==> src/rtl/delay_ctrl.sv <==
// Run-time configurable delay line: a MAX_CYCLES-deep register chain tapped at
// active_delay, with an IDLE/FILL/RUN sequencer that flushes and refills on cfg_load.
module delay_ctrl #(
    parameter int NUM_BITS    = 16,
    parameter int MAX_CYCLES  = 16,
    parameter int DELAY_WIDTH = 4
) (
    input  logic                   clk,
    input  logic                   reset,
    input  logic [NUM_BITS-1:0]    din,
    input  logic                   din_valid,
    input  logic [DELAY_WIDTH-1:0] cfg_delay,
    input  logic                   cfg_load,
    output logic [NUM_BITS-1:0]    dout,
    output logic                   dout_valid,
    output logic                   busy,
    output logic [DELAY_WIDTH-1:0] active_delay,
    output logic [1:0]             state_dbg
);

    // Stream qualification is valid-only: din is captured on every edge where
    // din_valid is high, there is no backpressure, and dout is meaningful only
    // while dout_valid is high (dout reads 0 otherwise).

    typedef enum logic [1:0] {
        IDLE = 2'd0,
        FILL = 2'd1,
        RUN  = 2'd2
    } state_t;

    state_t                 state;
    logic [DELAY_WIDTH-1:0] cnt;
    logic [DELAY_WIDTH-1:0] delay_clamped;
    logic [NUM_BITS-1:0]    data [MAX_CYCLES];
    logic [MAX_CYCLES-1:0]  vld;

    always_comb begin
        delay_clamped = cfg_delay;
        if (32'(cfg_delay) >= MAX_CYCLES)
            delay_clamped = DELAY_WIDTH'(MAX_CYCLES - 1);
    end

    // A load flushes the chain, so the sample presented on the load cycle is dropped too.
    always_ff @(posedge clk or negedge reset) begin
        if (!reset) begin
            vld <= '0;
            for (int i = 0; i < MAX_CYCLES; i++)
                data[i] <= '0;
        end else if (cfg_load) begin
            vld <= '0;
            for (int i = 0; i < MAX_CYCLES; i++)
                data[i] <= '0;
        end else begin
            vld     <= {vld[MAX_CYCLES-2:0], din_valid};
            data[0] <= din_valid ? din : '0;
            for (int i = 1; i < MAX_CYCLES; i++)
                data[i] <= data[i-1];
        end
    end

    always_ff @(posedge clk or negedge reset) begin
        if (!reset) begin
            state        <= IDLE;
            cnt          <= '0;
            active_delay <= '0;
            busy         <= 1'b0;
        end else if (cfg_load) begin
            state        <= FILL;
            cnt          <= '0;
            active_delay <= delay_clamped;
            busy         <= 1'b1;
        end else begin
            case (state)
                FILL: begin
                    cnt <= cnt + 1'b1;
                    // The chain holds active_delay+1 fresh stages once cnt reaches the tap.
                    if (cnt == active_delay) begin
                        state <= RUN;
                        busy  <= 1'b0;
                    end
                end
                RUN:     busy  <= 1'b0;
                default: busy  <= 1'b0;
            endcase
        end
    end

    always_comb begin
        dout       = '0;
        dout_valid = 1'b0;
        if (state == RUN) begin
            dout       = data[active_delay];
            dout_valid = vld[active_delay];
        end
    end

    assign state_dbg = state;

endmodule

==> config.mk <==
export PLATFORM = sky130hd
export DESIGN_NAME = delay_ctrl
export DESIGN_NICKNAME = d
export VERILOG_FILES = /design/src/rtl/delay_ctrl.sv
export SDC_FILE = /design/constraint.sdc
export NUM_CORES = 1
export LEC_CHECK = 0
export BUFFER_PORTS_ARGS = -buffer_cell sky130_fd_sc_hd__buf_4
export CORE_UTILIZATION = 50
export CTS_BUF_LIST = sky130_fd_sc_hd__clkbuf_4 sky130_fd_sc_hd__clkbuf_8
export CTS_CLUSTER_SIZE = 24
export DETAILED_ROUTE_END_ITERATION = 8
export PLACE_DENSITY = 0.71
export SETUP_SLACK_MARGIN = 0.15
export SKIP_CTS_REPAIR_TIMING = 1
export SYNTH_ARGS = -nofsm -noshare
export SYNTH_HDL_FRONTEND = slang
export SYNTH_SLANG_ARGS = --single-unit
==> constraint.sdc <==
create_clock -name clk -period 3 [get_ports clk]
set_input_delay 0.6 -clock clk [delete_from_list [all_inputs] [get_ports clk]]
set_output_delay 0.6 -clock clk [all_outputs]
set_load 0.02 [all_outputs]
### After elaboration in Yosys (flattened, before gate mapping)

Index checks and enable logic that the tools add are counted.

* bits in registers: 283
* output and inout port bits: 24

* $add $sub $neg: 1
* order comparisons: 2
* equality and inequality tests: 4
* multiplexer cells: 18
* bitwise logic cells: 1
* reductions and logical operators: 3

Operators with widths (number)
* 256-bit 2-to-1 mux: 1
* 16-bit 2-to-1 mux: 5
* 16-bit binary-select mux with 4-bit select: 1
* 4-bit 2-to-1 mux: 2
* 2-bit 2-to-1 mux: 3
* 5-bit >= comparator, second input constant: 1
* 4-bit by 5-bit less-than comparator with 1-bit output, second input constant: 1
* 1-bit 2-to-1 mux: 5
* 4-bit inverter with 5-bit output: 1
* 4-bit by 1-bit adder with 4-bit output, second input constant: 1
* 1-bit binary-select mux with 4-bit select: 1
* 4-bit == test: 1
* 2-bit nonzero test: 2
* 3-bit != test, second input constant: 1
* 2-bit by 1-bit == test with 1-bit output, second input constant: 1
* 2-bit == test, second input constant: 1
* 2-bit AND reduction: 1

### Depth between registers and ports, before layout

* depth after elaboration: 5
* mapped depth: 8
* gate-level depth less buffers: 4

### Worst setup path after synthesis

OpenSTA, ideal clock, no wires.

* kind: register to output
* start point: register active_delay[3]
* end point: output dout[10]
* arrival: 1799 ps
* data required time: 2400 ps
* slack: 601 ps
* stages on the path, launching flop included: 5
* path buffers: 2
* path through: dfrtp_1 -> or3b_1 -> buf_2 -> clkbuf_1 -> o31ai_1

* word-level cells in the longest chain between the ends: 5

Ends and longest elaborated chain
* start: declaration: RTL line 17 `output logic [DELAY_WIDTH-1:0] active_delay,`
* start signal: assignment: RTL line 70 `active_delay <= delay_clamped;`
* 4-bit inverter with 5-bit output (not written as such): RTL line 92 `dout = data[active_delay];`
* 16-bit binary-select mux with 4-bit select: RTL line 92
* 16-bit 2-to-1 mux (not written as such) (2 in a row): RTL line 92
* 16-bit 2-to-1 mux: RTL line 91 `if (state == RUN) begin`
* end: declaration: RTL line 14 `output logic [NUM_BITS-1:0] dout,`

Every way passes these cells. The select of a mux whose other input is x is not followed.

### Worst setup path after layout

* start point: register active_delay[0]
* end point: output dout[6]

The elaborated chain is that of the path after synthesis.

==> run metrics <==
Period minus WS final 2.93 ns; DR pass1 iterations 4; Post-Syn Instances 880; DRC errors left 0; GR Layer Usage met1 29.7%; met2 usage 28.6%; layer with the highest usage met1; RePlAce Congestion 0.741; post-detailed-route count of antenna-violating nets 0; slowest cell on the critical path dfrtp_4; Design Power 8360 µW; Arr. time, crit path 2.33 ns; status finished clean; per-cell routed wire length 17.9 µm; Finish-stage setup viols 0; Power per Cell Area 610 nW/µm²; share of post-route cells with drive strength above 1 22.9%; Std-Cell Rows 55; pin count of the biggest net entering global routing 159; R2R Path Start active_delay[0]; P&R area growth vs syn 18.5%; CP Max Fanout 14; vias in the first global route 6807; top cell type's share of synthesized area 61.3%; most instantiated library cell after synthesis dfrtp_1; clk sinks 283; gr ovfl total 0; EDFF count, synth 0; syn_area_per_cell 13.1 µm²; Rel. slew slack 46.5%; Cell Chain, Critical Path buf_16, mux4_2, o211ai_1, nand2_1, buf_4; Inserted Clock Buffers 46; FF+latch count, synth 283; Clock Latency Late Sink 0.55 ns; CP Class reg -> out; Core Area 22600 µm²; final clock skew 0.0132 ns; mapped cell area 11600 µm²; RSZ-0062 raised after global routing true; Worst Tran Pin Value 0.801 ns; commonest cells in the netlist dfrtp_1, nor2b_1, mux2i_1, clkbuf_1, a22oi_1; Fmax achieved 341 MHz; Seq/Total Area, Yosys 61.3%; CTS tree yes; DIE WIDTH 154 µm; die area 23700 µm²; Vias/cell 5.23; synth warn 0; IO buf count 47; total track usage 19.7%; first-pass GRT wire length 36700 µm; Antenna diodes 0; DP Wirelength 13300 µm; maximum clock insertion buffer count 3; syn_nets 905; max-slew violation count 0; drt total wl 22900 µm; Distinct cells, synth 32; DRT iter0 DRCs 518; crit start category flip-flop; # fillers 1726; initial antenna violation count 0; DIE HEIGHT 154 µm; Worst Slack Setup Final 0.0682 ns; clk slew on worst S/H paths 0.06 ns; Leak 0.00670 µW; Crit. End Element output pin; Post-synth ARST share 100%; Final Hold Vio Count 0; CP startpoint active_delay[0]; vias 6710; max incr delay on CP 0.55 ns; worst min path class in -> async; GR Layer Usage met3 3.72%; Final Cycle Share 97.7%; Yosys top cell by area dfrtp_1; Main synth FF type dfrtp_1; Starting Density 51.0%; CTS root buf clkbuf_8; CP required 2.40 ns; setup slack at placement 0.456 ns; peak supply drop 0.000417 V; worst hold slack 0.00104 ns; nets@finish 991; H-tree depth 2; top cells by area, synth dfrtp_1, nor2b_1, mux2i_1; max cap viols 0; # IOs 48
where the power goes:
part           switching (µW)  leakage [µW]  total, µW  internal [µW]
Clock                    1460      0.000534       3540           2080
Sequential               62.6       0.00391       3940           3880
Combinational             489       0.00225        880            390
registers in the layout, summed over array words and instances, names as in the netlist:
register,flops
data,256
vld,16
active_delay,4
cnt,4
state_dbg,2
busy,1
cells by family after synthesis:
kind of cell / Yosys count / synth area share, %
adder cells (fa/ha/maj): 1 / 0.108
multiplexers: 124 / 12.6
flip-flops: 283 / 61.3
AND/OR/NAND/NOR: 330 / 17.5
buffers and inverters: 64 / 3.40
AO/OA/AOI/OAI: 71 / 4.55
XOR/XNOR: 7 / 0.531
routing by layer:
| metal | up-vias | share of wire [%] |
|---|---|---|
| li1 | 3135 | - |
| met5 | - | 0 |
| met1 | 3417 | 48 |
| met3 | 42 | 3.8 |
| met4 | 0 | 2.2 |
| met2 | 116 | 46 |
path summary, 6_finish.rpt:
kind	end	slack, ns	depth (start not counted)
max	dout[6]	0.07	5
min	data[66]	0.001	1
max reg2reg	state_dbg[0]	1.38	6
min reg2reg	data[133]	0.47	1
max in group asynchronous	data[119]	2.10	2
min in group clk	data[252]	0.25	2
through the flow:
stage | cells | area [µm²] | setup TNS [ns] | util [%]
finish | 1284 | 13700 | 0 | 60.5
global route | 1284 | 13700 | -0.0111 | 60.5
CTS | 1258 | 13200 | -0.713 | 58.4
detailed placement | 1177 | 12200 | 0 | 54.0
global placement | 1177 | 12200 | 0 | 54.0
floorplan | 880 | 11600 | 0 | -
worst max-delay path: cells and delay by family (launching register included):
family / cells / cell delay (ns)
buffers and inverters: 2 / 0.37
DFF: 1 / 0.55
muxes: 1 / 0.53
AOI/OAI and AO/OA: 1 / 0.19
and+or+nand+nor: 1 / 0.12
layout make-up:
cell class                 count  area (µm²)  area share, %
timing repair buffer         102        1050           7.69
tap                          285         357           2.60
clock inverter                 5        52.6          0.384
sequential                   283        7090           51.8
clock buffer                  76         952           6.96
multi-input combinational    533        4190           30.6
placed cells by master, fill, tap and decap left out, types with 3 or more instances in the layout:
cell type,instances
nor2b_2,4
clkbuf_8,62
mux2i_1,102
nand2b_1,6
clkinv_2,3
a22oi_1,40
nor2b_1,263
and2_1,17
nor2_1,5
mux2_2,4
dfrtp_1,280
mux4_2,17
xor2_1,6
clkbuf_16,5
o31ai_2,5
clkbuf_4,15
buf_12,8
buf_6,12
a22o_1,10
o21ai_2,4
nand2_1,11
nand3_1,15
o31ai_1,3
buf_4,73
Power figures use the tool's default switching activity.
